$ cat config.mk
export PLATFORM = sky130hd
export DESIGN_NAME = sm_vga_timer_flat
export DESIGN_NICKNAME = d
export VERILOG_FILES = /design/src/rtl/sm_vga_timer_if.sv /design/src/rtl/sm_vga_timer.sv /design/src/flat_wrapper.sv
export SDC_FILE = /design/constraint.sdc
export NUM_CORES = 1
export LEC_CHECK = 0
export ABC_AREA = 1
export BUFFER_PORTS_ARGS = -buffer_cell sky130_fd_sc_hd__buf_4
export CORE_MARGIN = 3
export CORE_UTILIZATION = 40
export DETAILED_ROUTE_END_ITERATION = 8
export SYNTH_ARGS = -nofsm -noshare
export SYNTH_HDL_FRONTEND = slang
export SYNTH_SLANG_ARGS = --single-unit
$ cat constraint.sdc
create_clock -name clk -period 2.4 [get_ports clk]
set_input_delay 0.12 -clock clk [delete_from_list [all_inputs] [get_ports clk]]
set_output_delay 0.12 -clock clk [all_outputs]
set_load 0.05 [all_outputs]
$ cat src/rtl/sm_vga_timer_if.sv
// Bus port of the VGA timing generator: one CPU-side slave port behind sm_matrix.
// The master drives select/address/write strobe/data; the slave returns combinational read data.
interface sm_vga_timer_if;
    logic        bSel;
    logic [3:0]  bAddr;
    logic        bWrite;
    logic [31:0] bWData;
    logic [31:0] bRData;

    modport master (
        output bSel,
        output bAddr,
        output bWrite,
        output bWData,
        input  bRData
    );

    modport slave (
        input  bSel,
        input  bAddr,
        input  bWrite,
        input  bWData,
        output bRData
    );
endinterface

$ cat src/rtl/sm_vga_timer.sv
// VGA timing generator: pixel/line counters, sync and visible decodes, frame counter,
// sticky vblank flag and a small CPU register file (STATUS, FRAME, CONTROL, POS).
module sm_vga_timer #(
    parameter int unsigned PIX_DIV  = 2,
    parameter int unsigned H_VIS    = 640,
    parameter int unsigned H_FP     = 16,
    parameter int unsigned H_SW     = 96,
    parameter int unsigned H_BP     = 48,
    parameter int unsigned V_VIS    = 480,
    parameter int unsigned V_FP     = 10,
    parameter int unsigned V_SW     = 2,
    parameter int unsigned V_BP     = 33,
    parameter bit          RESET_EN = 1'b1
) (
    input  logic                clk,
    input  logic                rst_n,
    sm_vga_timer_if.slave       bus,
    output logic                hsync,
    output logic                vsync,
    output logic                visible,
    output logic [10:0]         pixX,
    output logic [9:0]          pixY
);

    localparam int unsigned H_TOT = H_VIS + H_FP + H_SW + H_BP;
    localparam int unsigned V_TOT = V_VIS + V_FP + V_SW + V_BP;
    localparam int unsigned DIV_W = (PIX_DIV > 1) ? $clog2(PIX_DIV) : 1;

    localparam logic [10:0] H_LAST     = 11'(H_TOT - 1);
    localparam logic [10:0] H_VIS_END  = 11'(H_VIS);
    localparam logic [10:0] HS_START   = 11'(H_VIS + H_FP);
    localparam logic [10:0] HS_END     = 11'(H_VIS + H_FP + H_SW);
    localparam logic [9:0]  V_LAST     = 10'(V_TOT - 1);
    localparam logic [9:0]  V_VIS_END  = 10'(V_VIS);
    localparam logic [9:0]  V_VIS_LAST = 10'(V_VIS - 1);
    localparam logic [9:0]  VS_START   = 10'(V_VIS + V_FP);
    localparam logic [9:0]  VS_END     = 10'(V_VIS + V_FP + V_SW);
    localparam logic [DIV_W-1:0] DIV_LAST = DIV_W'(PIX_DIV - 1);

    typedef enum logic [1:0] {
        REG_STATUS  = 2'd0,
        REG_FRAME   = 2'd1,
        REG_CONTROL = 2'd2,
        REG_POS     = 2'd3
    } regSel_e;

    logic             enable;
    logic             vblank;
    logic [31:0]      frameCnt;
    logic [DIV_W-1:0] divCnt;

    regSel_e regSel;
    logic    wrEn;
    logic    wrStatus;
    logic    wrFrame;
    logic    wrControl;
    logic    nextEnable;
    logic    counting;
    logic    pixEn;
    logic    lineEnd;
    logic    frameEnd;
    logic    vblankSet;
    logic    vblankClr;

    // Byte-lane and upper data bits that no register uses.
    logic unusedBits;
    assign unusedBits = ^{bus.bAddr[1:0], bus.bWData[31:1]};

    assign regSel    = regSel_e'(bus.bAddr[3:2]);
    assign wrEn      = bus.bSel & bus.bWrite;
    assign wrStatus  = wrEn && (regSel == REG_STATUS);
    assign wrFrame   = wrEn && (regSel == REG_FRAME);
    assign wrControl = wrEn && (regSel == REG_CONTROL);

    // A CONTROL write that clears enable zeroes the counters on that same edge,
    // and a re-enable only takes effect from the following edge, so counting
    // always restarts cleanly from (0,0) with divCnt=0.
    assign nextEnable = wrControl ? bus.bWData[0] : enable;
    assign counting   = enable & nextEnable;

    assign pixEn     = counting && (divCnt == DIV_LAST);
    assign lineEnd   = pixEn && (pixX == H_LAST);
    assign frameEnd  = lineEnd && (pixY == V_LAST);
    assign vblankSet = lineEnd && (pixY == V_VIS_LAST);
    assign vblankClr = wrStatus && bus.bWData[0];

    // NOTE: sequential state is updated only with non-blocking assignments so every
    // always_ff samples pre-edge values, independent of block evaluation order.
    always_ff @(posedge clk or negedge rst_n) begin
        if (!rst_n) begin
            enable <= RESET_EN;
        end else begin
            enable <= nextEnable;
        end
    end

    always_ff @(posedge clk or negedge rst_n) begin
        if (!rst_n) begin
            divCnt <= '0;
            pixX   <= '0;
            pixY   <= '0;
        end else if (!counting) begin
            divCnt <= '0;
            pixX   <= '0;
            pixY   <= '0;
        end else begin
            divCnt <= pixEn ? '0 : divCnt + 1'b1;
            if (pixEn) begin
                if (pixX == H_LAST) begin
                    pixX <= '0;
                    pixY <= (pixY == V_LAST) ? 10'd0 : pixY + 10'd1;
                end else begin
                    pixX <= pixX + 11'd1;
                end
            end
        end
    end

    // A FRAME write takes priority over an increment landing on the same edge.
    always_ff @(posedge clk or negedge rst_n) begin
        if (!rst_n) begin
            frameCnt <= '0;
        end else if (!counting || wrFrame) begin
            frameCnt <= '0;
        end else if (frameEnd) begin
            frameCnt <= frameCnt + 32'd1;
        end
    end

    // Sticky flag: hardware set wins over a same-cycle software clear, and it
    // holds its value while the timer is disabled.
    always_ff @(posedge clk or negedge rst_n) begin
        if (!rst_n) begin
            vblank <= 1'b0;
        end else if (vblankSet) begin
            vblank <= 1'b1;
        end else if (vblankClr) begin
            vblank <= 1'b0;
        end
    end

    // Sync and visible are pure decodes of the counters; gating with enable keeps
    // both syncs inactive and the picture blanked while stopped.
    assign hsync   = ~(enable && (pixX >= HS_START) && (pixX < HS_END));
    assign vsync   = ~(enable && (pixY >= VS_START) && (pixY < VS_END));
    assign visible = enable && (pixX < H_VIS_END) && (pixY < V_VIS_END);

    logic [31:0] rData;

    // NOTE: assigning a default before the case keeps always_comb free of latches
    // even if a selector value is ever left unhandled.
    always_comb begin
        rData = '0;
        case (regSel)
            REG_STATUS:  rData = {31'b0, vblank};
            REG_FRAME:   rData = frameCnt;
            REG_CONTROL: rData = {31'b0, enable};
            REG_POS:     rData = {6'b0, pixY, 5'b0, pixX};
            default:     rData = '0;
        endcase
    end

    assign bus.bRData = rData;

endmodule

$ cat src/flat_wrapper.sv
// flat-port wrapper written by rule: the top's interface ports become plain ports
module sm_vga_timer_flat 
#(
    parameter int unsigned PIX_DIV  = 2,
    parameter int unsigned H_VIS    = 640,
    parameter int unsigned H_FP     = 16,
    parameter int unsigned H_SW     = 96,
    parameter int unsigned H_BP     = 48,
    parameter int unsigned V_VIS    = 480,
    parameter int unsigned V_FP     = 10,
    parameter int unsigned V_SW     = 2,
    parameter int unsigned V_BP     = 33,
    parameter bit          RESET_EN = 1'b1
)
  (clk, rst_n, hsync, vsync, visible, pixX, pixY, bus_bSel, bus_bAddr, bus_bWrite, bus_bWData, bus_bRData);
  sm_vga_timer_if bus_i ();
  input  logic clk;
  input  logic rst_n;
  output logic hsync;
  output logic vsync;
  output logic visible;
  output logic [10:0] pixX;
  output logic [9:0] pixY;
  input wire logic [$bits(bus_i.bSel)-1:0] bus_bSel;
  input wire logic [$bits(bus_i.bAddr)-1:0] bus_bAddr;
  input wire logic [$bits(bus_i.bWrite)-1:0] bus_bWrite;
  input wire logic [$bits(bus_i.bWData)-1:0] bus_bWData;
  output wire logic [$bits(bus_i.bRData)-1:0] bus_bRData;
  assign bus_i.bSel = bus_bSel;
  assign bus_i.bAddr = bus_bAddr;
  assign bus_i.bWrite = bus_bWrite;
  assign bus_i.bWData = bus_bWData;
  assign bus_bRData = bus_i.bRData;
  sm_vga_timer #(.PIX_DIV(PIX_DIV), .H_VIS(H_VIS), .H_FP(H_FP), .H_SW(H_SW), .H_BP(H_BP), .V_VIS(V_VIS), .V_FP(V_FP), .V_SW(V_SW), .V_BP(V_BP), .RESET_EN(RESET_EN)) u_core (.clk(clk), .rst_n(rst_n), .bus(bus_i), .hsync(hsync), .vsync(vsync), .visible(visible), .pixX(pixX), .pixY(pixY));
endmodule
### Yosys cells after proc, flatten, opt, wreduce, memory -nomap -nowiden

Index checks and enable logic that the tools add are counted.
Widths: inputs -> output; s select.

* add/sub/neg operators: 4
* magnitude comparators: 6
* equality and inequality tests: 8
* muxes and demuxes: 15
* bitwise logic cells: 4
* reductions and logical operators: 20

Operators with widths (number)
* $pmux 32 s4: 1
* $mux 32: 2
* $mux 10: 4
* $mux 11: 3
* $add 32x1->32 const B: 1
* $lt 11x10->1 const B: 2
* $lt 10x9->1 const B: 2
* $logic_and 1x1->1: 14
* $add 11x1->11 const B: 1
* $eq 11x10->1 const B: 1
* $ge 11x10->1 const B: 1
* $add 10x1->10 const B: 1
* $eq 10x10->1 const B: 1
* $eq 10x9->1 const B: 1
* $ge 10x9->1 const B: 1
* $mux 1: 5
* $eq 2x2->1 const B: 2
* $ne 2x2->1 const B: 2
* $reduce_bool 2->1: 2
* $and 1x1->1: 2
* $eq 2x1->1 const B: 1
* $logic_not 2->1: 1
* $not 1->1: 2
* $reduce_and 2->1: 1
* 3 further kinds: 3

* register bits: 56
* input port bits: 40
* output and inout bits: 56
* word-level logic and storage cells: 63

### Depth between registers and ports, before layout

Gate-level depths: netlist of the first run.

* depth after elaboration: 9
* gate-level depth with buffers: 10
* mapped depth without buffers: 10

### Least setup slack after synthesis of the first run

No wires, ideal clock.

* path type: register to output
* from: register u_core.pixX[10]
* to: output visible
* arrival: 2404 ps
* required time: 2280 ps
* slack: -124 ps
* stages on the path, launching flop included: 4
* path buffers: 0
* cell sequence: dfrtp_1 -> inv_1 -> nand2_1 -> nor4_1

* word-level cells in the longest chain between the ends: 3

Ends and longest elaborated chain
* from (decl): line sm_vga_timer.sv:21 `output logic [10:0] pixX,`
* from (signal assigned): line sm_vga_timer.sv:113 `pixX <= pixX + 11'd1;`
* $lt 11x10->1: line sm_vga_timer.sv:146 `assign visible = enable && (pixX < H_VIS_END) && (pixY < V_VIS_END);`
* $logic_and 1x1->1 (2 in a row): line sm_vga_timer.sv:146
* to (decl): line flat_wrapper.sv:21 `output logic visible;`

Every way passes these cells.

### Final worst setup path of the first run

* from: register u_core.pixY[1]
* to: register u_core.frameCnt[2]

* word-level cells in the longest chain between the ends: 3

Ends and longest elaborated chain
* from (decl): line sm_vga_timer.sv:22 `output logic [9:0] pixY`
* from (signal assigned): line sm_vga_timer.sv:111 `pixY <= (pixY == V_LAST) ? 10'd0 : pixY + 10'd1;`
* $eq 10x10->1: line sm_vga_timer.sv:83 `assign frameEnd = lineEnd && (pixY == V_LAST);`
* $logic_and 1x1->1: line sm_vga_timer.sv:83
* $reduce_bool 2->1 (no line)
* to (signal assigned): line sm_vga_timer.sv:126 `frameCnt <= frameCnt + 32'd1;`
* to (decl): line sm_vga_timer.sv:49 `logic [31:0] frameCnt;`

Every way passes these cells.
A chain may end at the register's enable or synchronous reset.

==> results.py, run 1 <==
metrics = {
    "status": {
        "status": "finished, final reports clean",
    },
    "floorplanning": {
        "initial_core_util": 0.4212,
        "dieArea_sq_mm": 0.01185,
        "coreArea_sq_mm": 0.01004,
        "num_io_pins": 96,
        "dieWidth_microns": 108.8,
        "placementRows": 36,
        "die_h_microns": 108.8,
    },
    "synth": {
        "synthXorXnorAreaFrac": 0.04141,
        "syn_area_sq_mm": 0.004230,
        "synth_top_cell_area_share": 0.3253,
        "yosys_most_used_dff": "dfrtp_1",
        "yosysMostFrequentCell": "nand2_1",
        "synth_top_family_by_area": "simple AND/OR/NAND/NOR gates",
        "synthMuxAreaShare": 0,
        "synth_top_area_cell": "dfrtp_1",
        "syn_avg_cell_area_sq_um": 7.158,
        "yosys.area_share.simple": 0.4028,
        "ys_seq_elements": 56,
        "synth_async_sr_flop_share": 1.000,
        "netlist_instances": 591,
        "synthAdderAreaFrac": 0.01183,
        "syn_nets": 635,
        "synth_cell_types": 39,
        "ys_top_cells_by_count": "nand2_1, nor2_1, inv_1, dfrtp_1, nand3_1",
        "synth_area_leaders": "dfrtp_1, nand2_1, nor2_1",
        "synth-compound-area-share": 0.1177,
        "synth_edf_count": 0,
        "yosysWarnings": 0,
        "yosysSeqAreaShare": 0.3316,
    },
    "worst_hold_path": {
        "hold_path.class": "input port to register",
        "min-delay-start": "bus_bWData[0]",
    },
    "worst_setup_path": {
        "cp-start-kind": "register",
        "endpoint_kind": "register",
        "reg2reg_from": "u_core.pixY[1]",
        "path_class": "register to register",
        "worstPathRequired_ns": 2.62,
        "arrival_ns": 2.27,
        "crit_start": "u_core.pixY[1]",
        "cp_max_fo": 22,
    },
    "clock_network": {
        "clock_latency_ns": 0.31,
        "clk_pin_slew_worst_paths_ns": 0.11,
        "cts_buffer_depth": 2,
        "cts_tree": "yes",
        "cts_made_buffers": 5,
        "ctsResizeCount": 0,
        "htreeDepth": 2,
        "cts_sinks": 56,
        "cts-root-buf": "clkbuf_8",
    },
    "routing": {
        "drc_errors": 0,
        "drt_pass1_iterations": 4,
        "drt-total-wl_mm": 11.72,
        "vias": 4031,
        "wl_per_cell_microns": 14.97,
        "vias_per_cell": 5.148,
        "drt_iter0_drc": 181,
        "drtAntennaViolNets": 0,
    },
    "layout": {
        "antenna_cells": 0,
        "finish.utilization": 0.4885,
        "seqCellArea_sq_mm": 0.001403,
        "drive_gt1_frac": 0.2400,
        "nNetsFinal": 693,
        "fillers": 1048,
        "area_growth_pct": 16.00,
        "multi_input_area_sq_mm": 0.002434,
        "final_area_sq_mm": 0.004907,
    },
    "place": {
        "dp_hpwl_mm": 8.844,
        "routabilityCongestion": 0.9159,
        "portBuffers": 62,
        "placed_cell_area_sq_mm": 0.004781,
    },
    "sta": {
        "rsz0062_at_grt": "no",
        "relSlewSlack": 0.4948,
        "whs_ns": 0.03262,
        "period_share": 0.8519,
        "fmax_ghz": 0.4891,
        "tns_ns": 0,
        "worstMarginPinSlew_ns": 0.7578,
        "skew_ns": 0.008547,
        "final-hold-violation-count": 0,
        "setup_viol_count_final": 0,
        "timing.final.crit_period_ns": 2.045,
        "drv_slew": 0,
    },
    "power_and_ir_drop": {
        "power_uw": 1988,
        "vdd.ir_drop.worst_mv": 0.2971,
        "cellPowerDensity_mw_per_mm2": 405.0,
        "power.leakage_uw": 0.002077,
    },
    "global_route": {
        "grt_pass1_wl_mm": 19.71,
        "antenna_found_initial": 0,
        "grt_pass1_vias": 3992,
        "grt_usage": 0.2075,
        "overflow": 0,
        "grt_max_degree": 57,
    },
    "flow_run": {
        "cap_viol_max_count": 0,
    },
}
-- per-stage QoR --
stage                     instances  setup slack (ns)
after floorplan                 591            0.3202
after global placement          774            0.4536
after detailed placement        774            0.3794
after CTS                       783            0.3322
after global routing            783            0.1233
final                           783            0.3554
-- per-layer routing --
metal / vias to the layer above / share of wire / routed length [microns] / track usage
li1: 2041 / - / - / -
met1: 1867 / 0.47 / 5527 / 0.2887
met2: 106 / 0.47 / 5461 / 0.3420
met3: 17 / 0.044 / 514 / 0.02368
met4: 0 / 0.019 / 220 / 0.05681
met5: - / 0 / 0 / 0
-- layout by cell type, fill, tap and decap left out, types with 2 or more instances in the layout --
cell / instances
xor2_1: 17
o21ai_0: 15
nand4_1: 10
nand2_2: 7
buf_4: 65
clkinv_4: 2
nor2_2: 7
nor2_1: 74
nor3_1: 14
o2111ai_1: 2
xnor2_1: 3
clkbuf_8: 5
o21ai_2: 20
nor2_4: 6
o22ai_1: 24
nand2_4: 2
nand3_2: 23
ha_1: 4
nand2_1: 147
dfrtp_1: 55
o21ai_1: 2
inv_1: 67
nand3_1: 49
a21oi_1: 6
inv_2: 9
-- worst max-delay path: stages (launching register included) --
cell      delay (ns)
dfrtp_1         0.44
inv_1           0.15
ha_1            0.17
inv_1           0.05
nor3_1          0.18
nand4_1         0.18
nand3b_4        0.46
o21ai_0         0.31
-- area by class of cell --
type                       instances  area share
clock buffer                       5     0.01402
tap                              133     0.03391
clock inverter                     3    0.009689
inverter                          77     0.05915
sequential                        56      0.2858
multi-input combinational        443      0.4959
timing repair buffer              66      0.1015
-- cell families after synthesis --
group,Yosys count
simple gates,346
buf+inv,92
compound gates,73
flops,56
xor+xnor,20
fa+ha+maj,4
-- where the power goes --
part	switching (uW)	leakage [uW]	total (uW)	internal (uW)
registers	31.7	0.000777	993	962
logic	260	0.00124	334	74.1
clock network	345	0.0000583	660	316
-- path summary, 6_finish.rpt --
check                                 endpoint  slack [ns]  cells past startpoint
setup / recovery            u_core.frameCnt[2]        0.36                      7
hold reg to reg                  u_core.vblank        0.52                      1
hold / removal                   u_core.enable        0.03                      3
min in group asynchronous       u_core.pixX[7]        0.41                      2
setup reg to reg            u_core.frameCnt[2]        0.36                      7
max in group asynchronous  u_core.frameCnt[13]        1.49                      2
-- sequential cells by signal, summed over array words and instances (netlist names) --
name / count
u_core.frameCnt: 32
u_core.pixY: 10
u_core.enable: 1
u_core.pixX: 11
u_core.vblank: 1
u_core.divCnt: 1
-- repair_timing --
| item | in CTS | in global routing |
|---|---|---|
| endpoints found under the hold margin | 55 | 0 |
| buffers inserted | 0 | 0 |
| setup endpoints to repair | 0 | 0 |
| hold buffers | 1 | 0 |
Power figures use the tool's default switching activity.
==> inputs of run 2 (changes only) <==
Settings changed: PLACE_DENSITY_LB_ADDON from default to 0.3.
==> run 2 against run 1 <==
Against the previous run:
- sequential share of layout area rose by 0.073 points
- sequential power barely moved
- design area down 0.26%
- clock power is 0.9% higher
- clock skew up 0.0029 ns
- critical path type unchanged
- largest cell class unchanged
- largest power group unchanged
==> results.py, run 2 (same netlist as run 1, synthesis figures left out) <==
metrics = {
    "status": {
        "status": "finished, final reports clean",
    },
    "layout": {
        "fillers": 1023,
        "largest_reg_flops": 32,
        "top_regs": "u_core.frameCnt: 32 flops, u_core.pixX: 11 flops, u_core.pixY: 10 flops",
        "layout_common_cells": "nand2_1, nor2_1, inv_1",
        "nNetsFinal": 692,
        "area_growth_pct": 15.71,
        "mostFrequentLayoutCell": "nand2_1",
        "antenna_cells": 0,
        "largest-register": "u_core.frameCnt",
        "drive_gt1_frac": 0.2373,
        "finish.utilization": 0.4873,
    },
    "routing": {
        "drc_errors": 0,
        "drt-total-wl_mm": 11.75,
        "vias": 4122,
        "wl_per_cell_microns": 15.02,
        "drt_pass1_iterations": 5,
        "drt_iter0_drc": 223,
        "drtAntennaViolNets": 0,
        "vias_per_cell": 5.271,
    },
    "sta": {
        "setup_viol_count_final": 0,
        "drv_slew": 0,
        "tns_ns": 0,
        "final-hold-violation-count": 0,
        "fmax_ghz": 0.5041,
        "period_share": 0.8265,
        "timing.final.crit_period_ns": 1.984,
        "relSlewSlack": 0.4887,
        "rsz0062_at_grt": "no",
        "skew_ns": 0.01140,
        "worstMarginPinSlew_ns": 0.7669,
    },
    "clock_network": {
        "htreeDepth": 2,
        "clk_pin_slew_worst_paths_ns": 0.11,
        "post_cts_buffers": 0,
        "clock_latency_ns": 0.32,
        "cts-root-buf": "clkbuf_8",
        "ctsResizeCount": 0,
        "cts_tree": "yes",
        "cts_buffer_depth": 2,
        "cts_sinks": 56,
        "cts_made_buffers": 5,
    },
    "worst_setup_path": {
        "path_class": "register to register",
        "worstPathRequired_ns": 2.64,
        "cp_max_fo": 22,
        "cp-start-kind": "register",
        "arrival_ns": 2.23,
        "endpoint_kind": "register",
    },
    "floorplanning": {
        "dieWidth_microns": 108.8,
        "coreArea_sq_mm": 0.01004,
        "num_io_pins": 96,
        "dieArea_sq_mm": 0.01185,
        "die_h_microns": 108.8,
        "placementRows": 36,
        "initial_core_util": 0.4212,
    },
    "flow_run": {
        "cap_viol_max_count": 0,
    },
    "worst_hold_path": {
        "hold_path.class": "input port to register",
    },
    "global_route": {
        "grt_max_degree": 57,
        "overflow": 0,
        "grt_pass1_vias": 3970,
        "grt_usage": 0.2046,
        "grt_pass1_wl_mm": 19.45,
        "antenna_found_initial": 0,
    },
    "place": {
        "portBuffers": 62,
        "dp_hpwl_mm": 8.848,
        "routabilityCongestion": 0.9483,
    },
    "power_and_ir_drop": {
        "cellPowerDensity_mw_per_mm2": 406.8,
        "vdd.ir_drop.worst_mv": 0.2618,
        "power.leakage_uw": 0.002069,
    },
}
==> run 2: stage by stage <==
step           total power (uW)  setup WS (ns)  hold WS, ns  std cells  instance area (sq um)
2_1_floorplan              1243         0.3202      -0.1756        591                   4237
3_3_place_gp               1339         0.4988       0.2350        773                   4773
3_5_place_dp               1341         0.4562       0.2379        773                   4773
4_1_cts                    2004         0.4269      0.03211        782                   4895
5_1_grt                    2062         0.2354      0.05011        782                   4895
6_report                   1991         0.4164      0.04088        782                   4895
==> run 2: metal layers <==
| metal | share of wire | vias up | track usage |
|---|---|---|---|
| met2 | 0.47 | 131 | 0.3500 |
| met3 | 0.049 | 13 | 0.02427 |
| met1 | 0.47 | 1938 | 0.2785 |
| met5 | 0 | - | 0 |
| li1 | - | 2040 | - |
| met4 | 0.013 | 0 | 0.04418 |
==> run 2: area by class of cell <==
cell class	count	area, sq um	area share
repair buffers	65	490.5	0.1002
inverters	77	290.3	0.05930
flip-flops and latches	56	1403	0.2866
well taps	133	166.4	0.03400
multi-input cells	443	2434	0.4972
clock inverters	2	38.79	0.007924
clock buffers	6	72.57	0.01483
==> run 2: worst paths after layout <==
path / start / endpoint / slack (ns) / cells past startpoint
worst max-delay path: u_core.pixX[0] / u_core.frameCnt[3] / 0.42 / 7
worst min-delay path: bus_bWData[0] / u_core.enable / 0.04 / 3
worst max register to register: u_core.pixX[0] / u_core.frameCnt[3] / 0.42 / 7
worst min register to register: u_core.vblank / u_core.vblank / 0.53 / 1
max in group asynchronous: rst_n / u_core.pixY[1] / 1.48 / 2
min in group asynchronous: rst_n / u_core.pixX[6] / 0.39 / 2
==> run 2: timing repair <==
item	in CTS	in global routing
setup endpoints to repair	0	0
hold buffers	1	0
endpoints found under the hold margin	55	0
==> run 2: worst max-delay path: stages, from the launching register on <==
cell      delay [ns]
dfrtp_1         0.44
ha_1            0.25
nand3_2         0.12
clkinv_2        0.12
nand4_2         0.12
nor2_2          0.19
nand3b_4        0.38
o21ai_0         0.27
==> run 2: report_power, final <==
group	switching, uW	leakage, uW	total (uW)	internal [uW]
clock	349	0.0000558	666	317
combinational	260	0.00124	333	73.0
sequential	30.1	0.000777	992	962
total	640	0.00207	1990	1350
